===== src/rtl/fpu_norm_pipe.sv =====
// Two-stage FPU normalizer: leading-zero count in S1, shift/exponent adjust into S2.
// Define FPU_NORM_SUBNORM_EN for gradual subnormals on underflow; otherwise underflow flushes to zero.
module fpu_norm_pipe #(
   parameter int MANT_W = 28,
   parameter int EXP_W  = 10
) (
   input  logic              clk_i,
   input  logic              rst_i,
   input  logic              in_valid_i,
   output logic              in_ready_o,
   input  logic [MANT_W-1:0] mant_i,
   input  logic [EXP_W-1:0]  exp_i,
   input  logic              sign_i,
   output logic              out_valid_o,
   input  logic              out_ready_i,
   output logic [MANT_W-1:0] mant_o,
   output logic [EXP_W-1:0]  exp_o,
   output logic              sign_o,
   output logic              zero_o,
   output logic              denorm_o
);

   localparam int LZ_W = $clog2(MANT_W);

   logic              v1;
   logic              v2;
   logic              advance1;
   logic              advance2;

   logic [MANT_W-1:0] mant1;
   logic [EXP_W-1:0]  exp1;
   logic              sign1;
   logic [LZ_W-1:0]   lz1;
   logic              nz1;

   logic [LZ_W-1:0]   first_one;
   logic              nz_c;
   logic [LZ_W-1:0]   lz_c;

   logic signed [EXP_W:0] exp_ext;
   logic signed [EXP_W:0] lz_ext;
   logic signed [EXP_W:0] exp_adj;
`ifdef FPU_NORM_SUBNORM_EN
   logic signed [EXP_W:0] exp_m1;
   logic [LZ_W-1:0]       shift_sub;
`endif

   logic [MANT_W-1:0] mant_n;
   logic [EXP_W-1:0]  exp_n;
   logic              zero_n;
   logic              denorm_n;

   assign advance2    = !v2 || out_ready_i;
   assign advance1    = !v1 || advance2;
   assign in_ready_o  = advance1;
   assign out_valid_o = v2;

   // Find-first-one: the highest set bit wins because later iterations overwrite.
   always_comb begin
      first_one = '0;
      nz_c      = 1'b0;
      for (int i = 0; i < MANT_W; i++) begin
         if (mant_i[i]) begin
            first_one = i[LZ_W-1:0];
            nz_c      = 1'b1;
         end
      end
      lz_c = LZ_W'(MANT_W - 1) - first_one;
   end

   always_ff @(posedge clk_i) begin
      if (rst_i) begin
         v1 <= 1'b0;
      end else if (advance1) begin
         v1 <= in_valid_i;
         if (in_valid_i) begin
            mant1 <= mant_i;
            exp1  <= exp_i;
            sign1 <= sign_i;
            lz1   <= lz_c;
            nz1   <= nz_c;
         end
      end
   end

   // One extra exponent bit keeps exp - lz from wrapping; the result never exceeds exp.
   always_comb begin
      exp_ext  = {exp1[EXP_W-1], exp1};
      lz_ext   = {{(EXP_W + 1 - LZ_W){1'b0}}, lz1};
      exp_adj  = exp_ext - lz_ext;
      mant_n   = '0;
      exp_n    = '0;
      zero_n   = 1'b0;
      denorm_n = 1'b0;
`ifdef FPU_NORM_SUBNORM_EN
      exp_m1    = exp_ext - {{EXP_W{1'b0}}, 1'b1};
      shift_sub = '0;
`endif
      if (!nz1) begin
         zero_n = 1'b1;
      end else if (!exp_adj[EXP_W] && (exp_adj != '0)) begin
         mant_n = mant1 << lz1;
         exp_n  = exp_adj[EXP_W-1:0];
      end else begin
`ifdef FPU_NORM_SUBNORM_EN
         if (exp_m1[EXP_W]) begin
            shift_sub = '0;
         end else if (exp_m1 > lz_ext) begin
            shift_sub = lz1;
         end else begin
            shift_sub = exp_m1[LZ_W-1:0];
         end
         mant_n   = mant1 << shift_sub;
         denorm_n = 1'b1;
`else
         zero_n = 1'b1;
`endif
      end
   end

   always_ff @(posedge clk_i) begin
      if (rst_i) begin
         v2       <= 1'b0;
         mant_o   <= '0;
         exp_o    <= '0;
         sign_o   <= 1'b0;
         zero_o   <= 1'b0;
         denorm_o <= 1'b0;
      end else if (advance2) begin
         v2 <= v1;
         if (v1) begin
            mant_o   <= mant_n;
            exp_o    <= exp_n;
            sign_o   <= sign1;
            zero_o   <= zero_n;
            denorm_o <= denorm_n;
         end
      end
   end

endmodule


===== config.mk =====
export PLATFORM = sky130hd
export DESIGN_NAME = fpu_norm_pipe
export DESIGN_NICKNAME = d
export VERILOG_FILES = /design/src/rtl/fpu_norm_pipe.sv
export SDC_FILE = /design/constraint.sdc
export NUM_CORES = 1
export LEC_CHECK = 0
export ABC_AREA = 1
export BUFFER_PORTS_ARGS = -buffer_cell sky130_fd_sc_hd__buf_2
export CAP_MARGIN = 15
export CORE_MARGIN = 8
export CORE_UTILIZATION = 45
export DETAILED_ROUTE_END_ITERATION = 8
export GPL_TIMING_DRIVEN = 0
export HOLD_SLACK_MARGIN = 0.03
export PLACE_DENSITY = 0.69
export SETUP_SLACK_MARGIN = 0.02
export SYNTH_ARGS = -nofsm -noshare
export SYNTH_HDL_FRONTEND = slang
export SYNTH_SLANG_ARGS = --single-unit
export TNS_END_PERCENT = 20

===== constraint.sdc =====
create_clock -name clk_i -period 2.55 [get_ports clk_i]
set_input_delay 0.51 -clock clk_i [delete_from_list [all_inputs] [get_ports clk_i]]
set_output_delay 0.51 -clock clk_i [all_outputs]
set_load 0.05 [all_outputs]

==> impl_metrics.py <==
metrics = {
    "run_status": {
        "result_of_the_run": "finished with violations",
        "violations": "negative setup slack",
    },
    "synth": {
        "synth.ff_latch_count": 87,
        "synthesis.instances": 619,
        "synth_async_sr_flop_share": 0,
        "post_synth_main_area_contributors": "edfxtp_1 (28%), dfxtp_1 (17%), nand2_1 (13%)",
        "combined_area_of_all_synthesized_cells_um2": 4830,
        "number_of_enable_flip_flop_cells_after_synthesis": 45,
        "most_frequent_cell_after_synthesis": "nand2_1",
        "syn_avg_cell_area_um2": 7.80,
        "synthesis.nets": 669,
        "yosysSeqAreaShare": 0.454,
        "ys_types": 44,
        "netlist.area_leader.share": 0.280,
        "synthTopCellsByCount": "nand2_1 (165), o21ai_0 (67), inv_1 (65)",
        "yosysTopAreaCell": "edfxtp_1",
        "synth_top_flop_cell": "edfxtp_1",
        "yosys_warnings": 0,
    },
    "drt": {
        "post_drt_via_cell_ratio": 5.05,
        "num_vias": 4468,
        "drc": 0,
        "drt_wl_total_um": 13300,
        "drt_iter0_drc": 250,
        "drt_pre_antenna_iters": 7,
        "routed_wire_length_per_instance_um": 15.0,
        "ant_nets": 0,
    },
    "floorplanning": {
        "chip_width_um": 120,
        "die_area_um2": 14300,
        "floorplan.io_pins": 86,
        "initial_utilization": 0.454,
        "num_rows": 38,
        "core_um2": 10700,
        "fp.dieH_um": 120,
    },
    "worst_setup_path": {
        "worst-endpoint-arrival_ps": 2890,
        "startpoint_type": "register",
        "critPathTopFamily": "simple AND/OR/NAND/NOR gates",
        "timing.critical_path.required_ps": 2790,
        "timing.critical_path.cells": "inv_1 > ha_1 > inv_1 > fa_2 > a21oi_2 > nor2_1 > nor2_2 > o21ai_2 > xor2_1 > nor4_4 > nand3_2 > nand2_4 > nor2_8 > clkbuf_16 > nand2_2 > a21oi_2",
        "type_of_the_worst_setup_path": "register to register",
        "critical_path.max_stage_delay_ps": 370,
        "crit_path_end_kind": "register",
        "critPathBufInv": 3,
        "crit_fanout": 8,
        "critPathSlowestCell": "edfxtp_1",
    },
    "worst_hold_path": {
        "hold_class": "input port to register",
    },
    "cells_and_area": {
        "layout-drive-gt1-share": 0.254,
        "final_nets": 790,
        "area_growth_pct": 24.9,
        "diodes": 0,
        "layout.cell_area.non_filler_um2": 6040,
        "fill_cells": 1031,
        "final_core_util": 0.567,
    },
    "timing": {
        "min_period_over_period": 1.04,
        "skew_ps": 7.51,
        "report.final.slew_viol_count": 0,
        "min_period_ps": 2650,
        "worstMarginPinSlew_ps": 584,
        "setup_viol": 15,
        "setup_repair_after_global_routing_missed_its_margin": "true",
        "max_freq_mhz": 378,
        "finalHoldWorstSlack_ps": 309,
        "setup_ws_ps": -96.4,
        "hold_violations": 0,
        "max_slew_margin": 0.610,
    },
    "pwr": {
        "irDropWorstVdd_v": 0.000271,
        "design_power_total_mw": 3.01,
        "cellPowerDensity_nw_per_um2": 498,
        "leakagePower_nw": 2.73,
    },
    "clock_tree": {
        "cts_hold_buf": 0,
        "insertion_delay_ps": 370,
        "cts.htree.levels": 3,
        "tritoncts": "built",
        "clkSinkCount": 87,
        "numCtsBuffers": 9,
        "clk_root_buffer_cell": "clkbuf_8",
        "cts_max_path_buffers": 2,
        "worst_setup_hold_path_clk_slew_ps": 80,
    },
    "placement": {
        "detailed_place.area_um2": 5500,
        "gp_congestion": 0.883,
        "port-buffer-count": 84,
        "dpl_worst_slack_ps": -413,
        "dp_hpwl_um": 10200,
    },
    "global_routing": {
        "gr-usage-all-layers": 0.183,
        "first_pass_grt_wire_length_um": 21300,
        "grt_antenna_before_repair": 0,
        "via_count_of_the_first_global_routing_pass": 4420,
        "globalRoute.totalOverflow": 0,
        "grt_max_degree": 45,
    },
    "run": {
        "max_cap_violations": 0,
    },
}
-- kinds of logic after synthesis --
kind of cell / count (synthesis) / share of synthesized area
DFF: 87 / 0.454
muxes: 15 / 0.0311
adders and majority gates: 7 / 0.0197
AOI/OAI and AO/OA: 150 / 0.181
and+or+nand+nor: 249 / 0.219
other: 1 / 0.000776
xor gates and xnor gates: 5 / 0.00907
buffers and inverters: 105 / 0.0857
-- metal layers --
metal	GRT usage	part of all wire	routed length [µm]	vias to the layer above
met1	0.207	0.42	5570	2009
met5	0	0	0	-
li1	-	-	-	2299
met4	0.0773	0.022	291	0
met3	0.0437	0.057	760	21
met2	0.325	0.50	6680	139
-- placed cells by master (no fill, tap or decap), types with 12 or more instances in the layout --
cell and n:
nand2_1 162, mux2i_1 15, buf_2 88, inv_1 63
a21oi_1 35, clkbuf_1 21, nor2_1 39, a21oi_2 13
dfxtp_1 42, nand3_1 14, o21ai_0 67, clkbuf_8 12
edfxtp_1 45, buf_4 27
-- what timing repair did --
action | in CTS | in global routing
hold endpoints to repair | 0 | 0
endpoints found under the setup margin | 35 | 35
resized for setup | 16 | 21
pin swaps | 5 | 10
cloned | 0 | 1
setup buffers | 5 | 21
-- final cells by class --
cell class	instances	area, µm²	share of cell area
plain buffers	33	205	0.0340
repair buffers	112	661	0.109
flip-flops and latches	87	2190	0.363
multi-input cells	427	2320	0.385
well taps	140	175	0.0290
clock buffers	14	175	0.0290
inverters	70	295	0.0489
clock inverters	2	11.3	0.00187
-- registers in the layout, summed over array words and instances (netlist names) --
signal / flops
exp1: 10
exp_o: 10
lz1: 5
mant1: 28
mant_o: 28
nz1: 1
out_valid_o: 1
sign1: 1
sign_o: 1
v1: 1
zero_o: 1
-- final timing paths --
path,slack (ps),endpoint,depth (start not counted),from
worst max-delay path,-100,mant_o[2],16,exp1[0]
worst min-delay path,310,exp1[4],1,exp_i[4]
worst max register to register,-100,mant_o[2],16,exp1[0]
worst min register to register,470,exp_o[0],2,exp_o[0]
-- worst register-to-register path, stage by stage (launching register included) --
cell       delay, ps
edfxtp_1         370
inv_1             60
ha_1             130
inv_1             70
fa_2             350
a21oi_2          120
nor2_1            60
nor2_2           130
o21ai_2           80
xor2_1           180
nor4_4           290
nand3_2          190
nand2_4          150
nor2_8            60
clkbuf_16        160
nand2_2           60
a21oi_2           50
-- report_power, final --
part / switching [mW] / internal (mW) / leakage, nW
registers: 0.0253 / 1.53 / 0.769
logic: 0.361 / 0.178 / 1.86
clock network: 0.473 / 0.444 / 0.0991
total: 0.859 / 2.15 / 2.73
-- stage by stage --
step | std cells | setup TNS, ps
final | 885 | -816
after global routing | 885 | -5960
after CTS | 863 | -1230
after detailed placement | 844 | -11560
after global placement | 843 | -25640
after floorplan | 619 | 0
(Power assumes the default switching activity.)
